[src/rtl/serial_subtractor_if.sv]
// Operand/result bundle for the bit-serial subtractor: start/ready request side, done-pulse result side.
// Latency and backpressure are set by the attached subtractor; the interface itself is combinational wiring.
// A requester drives start only while ready is high; anything asserted otherwise is simply not seen.
interface serial_subtractor_if #(
    parameter int WIDTH = 8
);
    logic             start;
    logic [WIDTH-1:0] a;
    logic [WIDTH-1:0] b;
    logic             bin;
    logic             ready;
    logic             busy;
    logic [WIDTH-1:0] diff;
    logic             bout;
    logic             done;

    modport master (
        output start, a, b, bin,
        input  ready, busy, diff, bout, done
    );

    modport slave (
        input  start, a, b, bin,
        output ready, busy, diff, bout, done
    );
endinterface

[src/rtl/serial_subtractor.sv]
// Bit-serial diff = a - b - bin, LSB first, through one full-subtractor cell and a borrow flop.
// Latency: done pulses in the cycle after edge E+WIDTH (E = acceptance edge); one op per WIDTH+2 cycles.
// Backpressure: ready is high only in IDLE; start while busy is dropped, never queued.
module serial_subtractor #(
    parameter int WIDTH = 8
) (
    input  logic                 clk,
    input  logic                 rst_n,
    serial_subtractor_if.slave   io
);
    localparam int CW = $clog2(WIDTH);
    localparam logic [CW-1:0] LAST = CW'(WIDTH - 1);

    typedef enum logic [1:0] {
        S_IDLE  = 2'd0,
        S_SHIFT = 2'd1,
        S_DONE  = 2'd2
    } state_t;

    state_t           r_state;
    logic [WIDTH-1:0] r_a_sr;
    logic [WIDTH-1:0] r_b_sr;
    logic [WIDTH-1:0] r_r_sr;
    logic [WIDTH-1:0] r_diff;
    logic [CW-1:0]    r_cnt;
    logic             r_brw;
    logic             r_bout;
    logic             r_ready;
    logic             r_busy;
    logic             r_done;

    logic             w_d;
    logic             w_brw_next;
    logic [WIDTH-1:0] w_r_next;

    // Full-subtractor cell on the current LSBs and the running borrow.
    assign w_d        = r_a_sr[0] ^ r_b_sr[0] ^ r_brw;
    assign w_brw_next = (~r_a_sr[0] & r_b_sr[0]) | (~(r_a_sr[0] ^ r_b_sr[0]) & r_brw);
    assign w_r_next   = {w_d, r_r_sr[WIDTH-1:1]};

    always_ff @(posedge clk or negedge rst_n) begin
        if (!rst_n) begin
            r_state <= S_IDLE;
            r_a_sr  <= '0;
            r_b_sr  <= '0;
            r_r_sr  <= '0;
            r_diff  <= '0;
            r_cnt   <= '0;
            r_brw   <= 1'b0;
            r_bout  <= 1'b0;
            r_ready <= 1'b1;
            r_busy  <= 1'b0;
            r_done  <= 1'b0;
        end else begin
            case (r_state)
                S_IDLE: begin
                    r_done <= 1'b0;
                    if (io.start && r_ready) begin
                        r_a_sr  <= io.a;
                        r_b_sr  <= io.b;
                        r_brw   <= io.bin;
                        r_cnt   <= '0;
                        r_ready <= 1'b0;
                        r_busy  <= 1'b1;
                        r_state <= S_SHIFT;
                    end
                end
                S_SHIFT: begin
                    r_r_sr <= w_r_next;
                    r_a_sr <= {1'b0, r_a_sr[WIDTH-1:1]};
                    r_b_sr <= {1'b0, r_b_sr[WIDTH-1:1]};
                    r_brw  <= w_brw_next;
                    r_cnt  <= r_cnt + CW'(1);
                    if (r_cnt == LAST) begin
                        r_diff  <= w_r_next;
                        r_bout  <= w_brw_next;
                        r_done  <= 1'b1;
                        r_state <= S_DONE;
                    end
                end
                S_DONE: begin
                    r_done  <= 1'b0;
                    r_ready <= 1'b1;
                    r_busy  <= 1'b0;
                    r_state <= S_IDLE;
                end
                default: begin
                    r_done  <= 1'b0;
                    r_ready <= 1'b1;
                    r_busy  <= 1'b0;
                    r_state <= S_IDLE;
                end
            endcase
        end
    end

    assign io.ready = r_ready;
    assign io.busy  = r_busy;
    assign io.diff  = r_diff;
    assign io.bout  = r_bout;
    assign io.done  = r_done;
endmodule

[src/flat_wrapper.sv]
// flat-port wrapper written by rule: the top's interface ports become plain ports
module serial_subtractor_flat 
#(
    parameter int WIDTH = 8
)
  (clk, rst_n, io_start, io_a, io_b, io_bin, io_ready, io_busy, io_diff, io_bout, io_done);
  serial_subtractor_if #(.WIDTH(WIDTH)) io_i ();
  input  logic clk;
  input  logic rst_n;
  input wire logic [$bits(io_i.start)-1:0] io_start;
  input wire logic [$bits(io_i.a)-1:0] io_a;
  input wire logic [$bits(io_i.b)-1:0] io_b;
  input wire logic [$bits(io_i.bin)-1:0] io_bin;
  output wire logic [$bits(io_i.ready)-1:0] io_ready;
  output wire logic [$bits(io_i.busy)-1:0] io_busy;
  output wire logic [$bits(io_i.diff)-1:0] io_diff;
  output wire logic [$bits(io_i.bout)-1:0] io_bout;
  output wire logic [$bits(io_i.done)-1:0] io_done;
  assign io_i.start = io_start;
  assign io_i.a = io_a;
  assign io_i.b = io_b;
  assign io_i.bin = io_bin;
  assign io_ready = io_i.ready;
  assign io_busy = io_i.busy;
  assign io_diff = io_i.diff;
  assign io_bout = io_i.bout;
  assign io_done = io_i.done;
  serial_subtractor #(.WIDTH(WIDTH)) u_core (.clk(clk), .rst_n(rst_n), .io(io_i));
endmodule
[config.mk]
export PLATFORM = sky130hd
export DESIGN_NAME = serial_subtractor_flat
export DESIGN_NICKNAME = d
export VERILOG_FILES = /design/src/rtl/serial_subtractor_if.sv /design/src/rtl/serial_subtractor.sv /design/src/flat_wrapper.sv
export SDC_FILE = /design/constraint.sdc
export NUM_CORES = 1
export LEC_CHECK = 0
export CAP_MARGIN = 20
export CORE_MARGIN = 4
export CORE_UTILIZATION = 48
export CTS_BUF_LIST = sky130_fd_sc_hd__clkbuf_4
export DETAILED_ROUTE_END_ITERATION = 10
export PLACE_DENSITY = 0.7
export SKIP_LAST_GASP = 1
export SYNTH_ARGS = -nofsm -noshare
export SYNTH_HDL_FRONTEND = slang
export SYNTH_SLANG_ARGS = --single-unit
[constraint.sdc]
create_clock -name clk -period 1.95 [get_ports clk]
set_clock_uncertainty 0.15 [all_clocks]
set_input_delay 0.585 -clock clk [delete_from_list [all_inputs] [get_ports clk]]
set_output_delay 0.585 -clock clk [all_outputs]
set_load 0.01 [all_outputs]
==> results.json, run 1 <==
{
  "yosys.area.top_type_share": 0.579,
  "route.detailed.drc": 0,
  "maximum_vdd_drop_v": 0.000739,
  "flow.area_growth_from_synthesis_pct": 23.3,
  "drt-wirelength-per-cell_um": 14.0,
  "tritoncts.num_buffers": 5,
  "htree_num_levels": 2,
  "die_w_um": 68,
  "critical_path.max_fanout": 4,
  "final.period_utilization": 0.973,
  "slowest_cell_delay_on_critical_path_ns": 0.58,
  "reg2reg_from": "u_core.r_cnt[0]$_DFFE_PN0P_",
  "timing.setup.critical_path_class": "flop to output pin",
  "design.final.nets": 205,
  "cts_tree": "yes",
  "row_count": 21,
  "global_route.usage.total": 0.154,
  "worst_skew_pair.late_latency_ns": 0.35,
  "worst_r2r_endpoint": "u_core.io.diff[4]$_DFFE_PN0P_",
  "postPlaceCellArea_um2": 2070,
  "syn_inst": 147,
  "critPathLaunchType": "flop",
  "gp_congestion": 0.777,
  "yosys.cell_count.top_type": "sky130_fd_sc_hd__dfrtp_1",
  "period_needed_ns": 1.90,
  "grt_remaining_overflow": 0,
  "timing.critical_path.cells": "clkdlybuf4s15_1",
  "hold_buffers": 0,
  "p_per_area_nw_per_um2": 1520,
  "ioPinCount": 32,
  "insertedDiodeCount": 0,
  "startpoint": "u_core.io.ready$_DFFE_PN1P_",
  "max_clock_freq_mhz": 527,
  "initial_core_util": 0.506,
  "first_iter_violations": 72,
  "synth_enable_flop_cells": 0,
  "critPathCapture": "io_ready",
  "flop2flop_setup_slack_ns": 0.18,
  "finalHoldViolCount": 0,
  "mean_post_synth_cell_area_um2": 11.8,
  "overall_via_count_from_detail_route": 1186,
  "number_of_synthesized_register_bits": 41,
  "cp_data_required_time_ns": 1.21,
  "min-delay-path-class": "input pin to asynchronous set/reset pin",
  "cpLargestDelayFamily": "flip-flops",
  "layout-drive-gt1-share": 0.131,
  "drv_slew": 0,
  "placeableCoreArea_um2": 3420,
  "synth_fp_nets": 170,
  "fin_tns_setup_ns": 0,
  "synth.cell_area_um2": 1730,
  "final_core_utilization": 0.624,
  "worst_r2r_path_depth": 5,
  "outcome": "finished, final reports clean",
  "worst-endpoint-arrival_ns": 1.16,
  "wire_length_of_the_first_global_routing_pass_um": 5250,
  "unrepaired_setup_endpoints_after_global_routing": "false",
  "post-cts-setup-buffers": 0,
  "async_flop_share": 1.00,
  "cap_viol_max_count": 0,
  "grt_pass1_vias": 1154,
  "drtAntennaViolNets": 0,
  "post_drt_via_cell_ratio": 5.18,
  "detail_route.wirelength_um": 3210,
  "crit_slowest_cell": "sky130_fd_sc_hd__dfstp_2",
  "clock-sinks": 41,
  "clock_tree.root_cell": "sky130_fd_sc_hd__clkbuf_4",
  "worstSetupEndpointType": "output pin",
  "ys_top_cells_by_area": "sky130_fd_sc_hd__dfrtp_1 58%, sky130_fd_sc_hd__nand2_1 5.0%, sky130_fd_sc_hd__mux2_1 4.6%",
  "dieArea_um2": 4620,
  "synthDominantAreaCellType": "sky130_fd_sc_hd__dfrtp_1",
  "synthFlopType": "sky130_fd_sc_hd__dfrtp_1",
  "worst-path-stages": 1,
  "slew-limit-headroom": 0.601,
  "leakage_nw": 1.05,
  "number_of_synthesis_warnings": 0,
  "netlist-cell-type-count": 28,
  "pin_count_of_the_biggest_net_entering_global_routing": 42,
  "dp.final_hpwl_um": 2330,
  "antenna_found_initial": 0,
  "cp_bufs_invs": 1,
  "tightest_slew_ns": 0.596,
  "drt-pass1-iter-count": 5,
  "stdcell_area_um2": 2130,
  "power.total_w": 0.00325,
  "clk_pin_slew_ns": 0.12,
  "place.port_buffers": 31,
  "seq_area_frac_synth": 0.594,
  "fp.dieH_um": 68,
  "setup-violations-final": 0,
  "cts-root-to-sink-buffers": 2,
  "ys_top_cells_by_count": "40 x sky130_fd_sc_hd__dfrtp_1, 23 x sky130_fd_sc_hd__nand2_1, 18 x sky130_fd_sc_hd__inv_1, 8 x sky130_fd_sc_hd__nand2b_1"
}
==> kinds of logic (layout without fill, tap and decap cells) <==
| group | count (synthesis) | after routing | synth area share |
|---|---|---|---|
| compound gates | 26 | 26 | 0.133 |
| fa+ha+maj | 3 | 3 | 0.0261 |
| buf+inv | 27 | 63 | 0.0796 |
| flops | 41 | 41 | 0.594 |
| mux | 8 | 8 | 0.0521 |
| simple gates | 42 | 42 | 0.115 |
==> cell usage in the layout, fill, tap and decap left out, drive strengths merged, types with 2 or more instances in the layout <==
cell	n
ha	2
clkdlybuf4s50	18
a222oi	7
dlygate4sd2	11
o21ai	4
nor2	6
o221a	7
a22o	3
nand2	23
nand2b	8
dfrtp	40
clkbuf	6
mux2	8
inv	18
a21oi	3
buf	7
==> metrics by stage <==
step           setup WS [ns]  instances  hold WS [ns]
4_1_cts               0.0170        229         0.144
3_5_place_dp          -0.195        221         0.334
3_3_place_gp          -0.161        221         0.307
2_1_floorplan          0.288        147         0.139
5_1_grt               0.0192        229         0.165
6_report              0.0527        229         0.130
==> where the power goes <==
part	internal, W	switching, W	leakage, nW	total (W)
Clock	0.000281	0.000266	0.0433	0.000547
Sequential	0.00124	0.000219	0.497	0.00146
Combinational	0.000618	0.000625	0.510	0.00124
Total	0.00214	0.00111	1.05	0.00325
==> metal layers <==
metal  routed length (um)  GRT usage  vias up
li1                     -          -      573
met1                 1430      0.192      573
met2                 1560      0.244       33
met3                  172     0.0542        7
met4                   46     0.0620        0
met5                    0          0        -
==> how the worst min path moves through the flow <==
stage                                        startpoint                             to  slack (ns)  cells past startpoint
final                                             rst_n  u_core.r_state[0]$_DFFE_PN0P_        0.13                      2
after detailed placement  u_core.io.diff[3]$_DFFE_PN0P_  u_core.io.diff[3]$_DFFE_PN0P_        0.33                      1
after global routing                              rst_n    u_core.r_cnt[1]$_DFFE_PN0P_        0.17                      2
after global placement     u_core.r_r_sr[1]$_DFFE_PN0P_   u_core.r_r_sr[1]$_DFFE_PN0P_        0.31                      2
after floorplan                                   rst_n     u_core.io.bout$_DFFE_PN0P_        0.14                      0
after CTS                                         rst_n   u_core.r_r_sr[2]$_DFFE_PN0P_        0.14                      2
==> cell type report <==
| class | instances | area (um2) |
|---|---|---|
| well taps | 46 | 57.6 |
| repair buffers | 37 | 337 |
| inverters | 18 | 67.6 |
| multi-input cells | 79 | 563 |
| clock inverters | 2 | 33.8 |
| clock buffers | 6 | 45.0 |
| flip-flops and latches | 41 | 1030 |
| fillers | 296 | 1280 |
==> state kept, by name, summed over array words and instances, names as in the netlist <==
register	flops
u_core.io.bout	1
u_core.io.busy	1
u_core.io.diff	8
u_core.io.done	1
u_core.io.ready	1
u_core.r_a_sr	8
u_core.r_b_sr	8
u_core.r_brw	1
u_core.r_cnt	3
u_core.r_r_sr	7
u_core.r_state	2
==> what timing repair did <==
| item | 4_1_cts | 5_1_grt |
|---|---|---|
| hold endpoints to repair | 0 | 0 |
| resized for setup | 12 | 1 |
| endpoints found under the setup margin | 12 | 1 |
Power figures use the tool's default switching activity.
==> run 2: changes to the inputs <==
- REMOVE_ABC_BUFFERS: default -> 1
==> results.json, run 2 (synthesis results as in run 1) <==
{
  "grt_pass1_vias": 1160,
  "cap_viol_max_count": 0,
  "comb_power_share": 0.401,
  "cp_bufs_invs": 1,
  "slew-limit-headroom": 0.617,
  "place.port_buffers": 31,
  "post_drt_via_cell_ratio": 5.17,
  "finalHoldViolCount": 0,
  "unrepaired_setup_endpoints_after_global_routing": "false",
  "sequential_group_share_of_total_power": 0.464,
  "design.final.nets": 205,
  "post-cts-setup-buffers": 0,
  "cp_data_required_time_ns": 1.21,
  "die_w_um": 68,
  "detail_route.wirelength_um": 3020,
  "tritoncts.num_buffers": 5,
  "drv_slew": 0,
  "timing.critical_path.cells": "clkdlybuf4s15_1",
  "cts-root-to-sink-buffers": 2,
  "flop2flop_setup_slack_ns": 0.23,
  "timing.setup.critical_path_class": "flop to output pin",
  "cpLargestDelayFamily": "flip-flops",
  "min-delay-path-class": "input pin to asynchronous set/reset pin",
  "gp_congestion": 0.730,
  "antenna_found_initial": 0,
  "power.total_w": 0.00313,
  "first_iter_violations": 65,
  "period_needed_ns": 1.87,
  "most_common_cell_after_layout_fill_and_taps_aside": "sky130_fd_sc_hd__dfrtp_1",
  "wire_length_of_the_first_global_routing_pass_um": 5080,
  "outcome": "finished, final reports clean",
  "grt_remaining_overflow": 0,
  "ioPinCount": 32,
  "drtAntennaViolNets": 0,
  "worst-endpoint-arrival_ns": 1.13,
  "dp.final_hpwl_um": 2260,
  "cts_tree": "yes",
  "flow.area_growth_from_synthesis_pct": 23.0,
  "worst_skew_pair.late_latency_ns": 0.33,
  "p_per_area_nw_per_um2": 1470,
  "clk_pin_slew_ns": 0.10,
  "crit_slowest_cell": "sky130_fd_sc_hd__dfstp_2",
  "fin_hold_ws_ns": 0.150,
  "route.detailed.drc": 0,
  "overall_via_count_from_detail_route": 1183,
  "max_clock_freq_mhz": 536,
  "initial_core_util": 0.506,
  "final.period_utilization": 0.956,
  "clock-sinks": 41,
  "dieArea_um2": 4620,
  "global_route.usage.total": 0.151,
  "layout-drive-gt1-share": 0.137,
  "drt-wirelength-per-cell_um": 13.2,
  "slowest_cell_delay_on_critical_path_ns": 0.57,
  "placeableCoreArea_um2": 3420,
  "fp.dieH_um": 68,
  "stdcell_area_um2": 2120,
  "p_int_w": 0.00206,
  "critical_path.max_fanout": 4,
  "maximum_vdd_drop_v": 0.000655,
  "clock_tree.root_cell": "sky130_fd_sc_hd__clkbuf_4",
  "hold_buffers": 0,
  "insertedDiodeCount": 0,
  "layout.cells.most_common_list": "40 x sky130_fd_sc_hd__dfrtp_1, 23 x sky130_fd_sc_hd__nand2_1, 18 x sky130_fd_sc_hd__inv_1, 18 x sky130_fd_sc_hd__clkdlybuf4s50_1, 11 x sky130_fd_sc_hd__dlygate4sd2_1",
  "fraction_of_power_spent_switching_nets": 0.341,
  "drt-pass1-iter-count": 5,
  "setup-violations-final": 0,
  "row_count": 21,
  "netSwitchingPower_w": 0.00107,
  "critPathLaunchType": "flop",
  "clockPowerShare": 0.135,
  "postPlaceCellArea_um2": 2080,
  "leakage_nw": 1.05,
  "htree_num_levels": 2,
  "tightest_slew_ns": 0.573,
  "pin_count_of_the_biggest_net_entering_global_routing": 42,
  "worstSetupEndpointType": "output pin"
}
-- run 2: changes by cell type in the layout (fill, tap and decap cells not counted) --
cell                        previous run  this run
sky130_fd_sc_hd__clkbuf_4              6         8
sky130_fd_sc_hd__buf_12                0         1
sky130_fd_sc_hd__buf_4                 6         5
sky130_fd_sc_hd__bufinv_16             1         0
sky130_fd_sc_hd__clkinv_1              1         0
-- run 2: cell type report --
| class | instances | area (um2) |
|---|---|---|
| fillers | 300 | 1290 |
| repair buffers | 37 | 349 |
| inverters | 18 | 67.6 |
| multi-input cells | 79 | 563 |
| well taps | 46 | 57.6 |
| flip-flops and latches | 41 | 1030 |
| clock buffers | 8 | 60.1 |
-- run 2: final timing paths --
check | start | depth (start not counted) | end
max | u_core.io.ready$_DFFE_PN1P_ | 1 | io_ready
min | rst_n | 2 | u_core.io.diff[1]$_DFFE_PN0P_
max reg2reg | u_core.r_cnt[0]$_DFFE_PN0P_ | 5 | u_core.io.diff[3]$_DFFE_PN0P_
min reg2reg | u_core.r_r_sr[1]$_DFFE_PN0P_ | 2 | u_core.r_r_sr[1]$_DFFE_PN0P_
max in group asynchronous | rst_n | 2 | u_core.io.ready$_DFFE_PN1P_
min in group clk | u_core.r_r_sr[1]$_DFFE_PN0P_ | 2 | u_core.r_r_sr[1]$_DFFE_PN0P_
-- run 2: power by group through the flow --
stage / registers [W] / clock network [W] / logic (W)
detailed placement: 0.00148 / 0 / 0.00136
finish: 0.00145 / 0.000422 / 0.00126
global route: 0.00150 / 0.000480 / 0.00141
CTS: 0.00146 / 0.000442 / 0.00128
floorplan: 0.00147 / 0 / 0.000771
global placement: 0.00145 / 0 / 0.00130
-- run 2: timing repair --
item | in CTS | in global routing
gates resized for setup | 12 | 1
gates cloned | 0 | 0
endpoints found under the setup margin | 12 | 1
-- run 2: per-stage QoR --
step                      TNS (ns)  std cells  setup WS (ns)  utilization
after floorplan                  0        138          0.251            -
after global placement       -2.18        221         -0.145        0.608
after detailed placement     -2.94        221         -0.206        0.608
after CTS                        0        229         0.0353        0.622
after global routing             0        229         0.0238        0.622
final                            0        229         0.0849        0.622
-- run 2: layer usage --
layer | global-route usage | share of wire | vias up
met5 | 0 | 0 | -
met1 | 0.163 | 0.42 | 587
met3 | 0.0394 | 0.042 | 5
met4 | 0.0596 | 0.0096 | 0
met2 | 0.278 | 0.53 | 25
li1 | - | - | 566
==> run 3: changes to the inputs <==
- CELL_PAD_IN_SITES_DETAIL_PLACEMENT: default -> 2
- CELL_PAD_IN_SITES_GLOBAL_PLACEMENT: default -> 2
- CORE_UTILIZATION: 48 -> 35
- PLACE_DENSITY: 0.7 -> 0.77
- SLEW_MARGIN: default -> 20
==> results.json, run 3 (synthesis results as in run 1) <==
{
  "ioPinCount": 32,
  "unrepaired_setup_endpoints_after_global_routing": "false",
  "final_core_utilization": 0.464,
  "final.period_utilization": 0.962,
  "design.final.nets": 208,
  "wire_length_of_the_first_global_routing_pass_um": 7180,
  "timing.critical_path.cells": "clkdlybuf4s15_1",
  "grt_remaining_overflow": 0,
  "worst_skew_pair.late_latency_ns": 0.35,
  "drt-wirelength-per-cell_um": 16.4,
  "pin_count_of_the_biggest_net_entering_global_routing": 42,
  "setup-violations-final": 0,
  "die_w_um": 78.3,
  "clock_tree.root_cell": "sky130_fd_sc_hd__clkbuf_4",
  "cp_data_required_time_ns": 1.21,
  "drv_slew": 0,
  "dp.final_hpwl_um": 2900,
  "fillCellCount": 512,
  "route.detailed.drc": 0,
  "cp_bufs_invs": 1,
  "initial_core_util": 0.363,
  "ff_latch_area_um2": 1030,
  "min-delay-path-class": "flop to flop",
  "placeableCoreArea_um2": 4750,
  "finalHoldViolCount": 0,
  "timing.setup.critical_path_class": "flop to output pin",
  "fin_ws_ns": 0.0744,
  "drtAntennaViolNets": 0,
  "post-place-ws_ns": -0.228,
  "multi_input_comb_area_um2": 563,
  "most_common_cell_after_layout_fill_and_taps_aside": "sky130_fd_sc_hd__dfrtp_1",
  "layout-drive-gt1-share": 0.140,
  "insertedDiodeCount": 0,
  "slowest_cell_delay_on_critical_path_ns": 0.55,
  "detail_route.wirelength_um": 4150,
  "outcome": "finished, final reports clean",
  "dieArea_um2": 6120,
  "worst-endpoint-arrival_ns": 1.14,
  "place.port_buffers": 31,
  "final_cell_count_no_fill": 253,
  "crit_slowest_cell": "sky130_fd_sc_hd__dfstp_2",
  "row_count": 25,
  "dp.cells": 243,
  "antenna_found_initial": 0,
  "critPathLaunchType": "flop",
  "period_needed_ns": 1.88,
  "flow.area_growth_from_synthesis_pct": 27.7,
  "fin_hold_ws_ns": 0.345,
  "first_iter_violations": 79,
  "clock-sinks": 41,
  "htree_num_levels": 2,
  "post_drt_via_cell_ratio": 5.00,
  "slew-limit-headroom": 0.589,
  "leakage_nw": 1.07,
  "global_route.usage.total": 0.150,
  "tightest_slew_ns": 0.614,
  "overall_via_count_from_detail_route": 1266,
  "worstSetupEndpointType": "output pin",
  "tritoncts.num_buffers": 5,
  "cap_viol_max_count": 0,
  "max_clock_freq_mhz": 533,
  "fp.dieH_um": 78.3,
  "maximum_vdd_drop_v": 0.000472,
  "cts-root-to-sink-buffers": 2,
  "cpLargestDelayFamily": "flip-flops",
  "cts_tree": "yes",
  "clk_pin_slew_ns": 0.13,
  "grt_pass1_vias": 1429,
  "layout.cells.most_common_list": "40 x sky130_fd_sc_hd__dfrtp_1, 23 x sky130_fd_sc_hd__nand2_1, 18 x sky130_fd_sc_hd__inv_1, 18 x sky130_fd_sc_hd__clkdlybuf4s50_1, 11 x sky130_fd_sc_hd__dlygate4sd2_1",
  "gp_congestion": 0.691,
  "p_per_area_nw_per_um2": 1540,
  "critical_path.max_fanout": 2,
  "drt-pass1-iter-count": 4
}
run 3: changes by cell type in the layout (fill, tap and decap cells not counted), sizes merged:
cell / previous run / this run
buf: 7 / 9
bufinv: 0 / 1
clkbuf: 8 / 6
clkinv: 0 / 1
dlygate4sd3: 0 / 1
run 3: layer usage:
metal / wire length [um] / vias up / GRT usage
met2: 2140 / 34 / 0.262
met4: 42 / 0 / 0.0367
met1: 1750 / 650 / 0.175
met3: 210 / 5 / 0.0562
met5: 0 / - / 0
li1: - / 577 / -
run 3: worst paths after layout:
check | start | to | slack [ns] | depth (start not counted)
setup / recovery | u_core.io.ready$_DFFE_PN1P_ | io_ready | 0.07 | 1
hold / removal | u_core.io.busy$_DFFE_PN0P_ | u_core.io.busy$_DFFE_PN0P_ | 0.34 | 1
setup reg to reg | u_core.io.ready$_DFFE_PN1P_ | u_core.r_a_sr[2]$_DFFE_PN0P_ | 0.20 | 4
hold reg to reg | u_core.io.busy$_DFFE_PN0P_ | u_core.io.busy$_DFFE_PN0P_ | 0.34 | 1
max in group asynchronous | rst_n | u_core.io.ready$_DFFE_PN1P_ | 0.81 | 3
min in group asynchronous | rst_n | u_core.r_r_sr[4]$_DFFE_PN0P_ | 0.58 | 3
run 3: timing repair:
action / CTS / global route
setup buffers: 0 / 1
resized for setup: 12 / 1
setup endpoints to repair: 12 / 1
hold buffers: 0 / 1
hold endpoints to repair: 0 / 2
run 3: layout make-up:
class,instances,area share
timing repair buffer,40,0.175
tap,67,0.0380
sequential,41,0.465
inverter,18,0.0306
multi-input combinational,79,0.255
clock buffer,6,0.0204
clock inverter,2,0.0153
run 3: where the power goes:
part           leakage [nW]  internal, W  switching (W)
registers             0.497      0.00124       0.000217
clock network        0.0433     0.000281       0.000284
logic                 0.532     0.000665       0.000705
total                  1.07      0.00218        0.00121
run 3: through the flow:
step / instance area, um2 / TNS [ns] / total power [W]
6_report: 2210 / 0 / 0.00339
5_1_grt: 2210 / 0 / 0.00367
4_1_cts: 2190 / -0.0173 / 0.00343
3_5_place_dp: 2120 / -3.78 / 0.00292
3_3_place_gp: 2120 / -3.14 / 0.00278
2_1_floorplan: 1660 / 0 / 0.00224
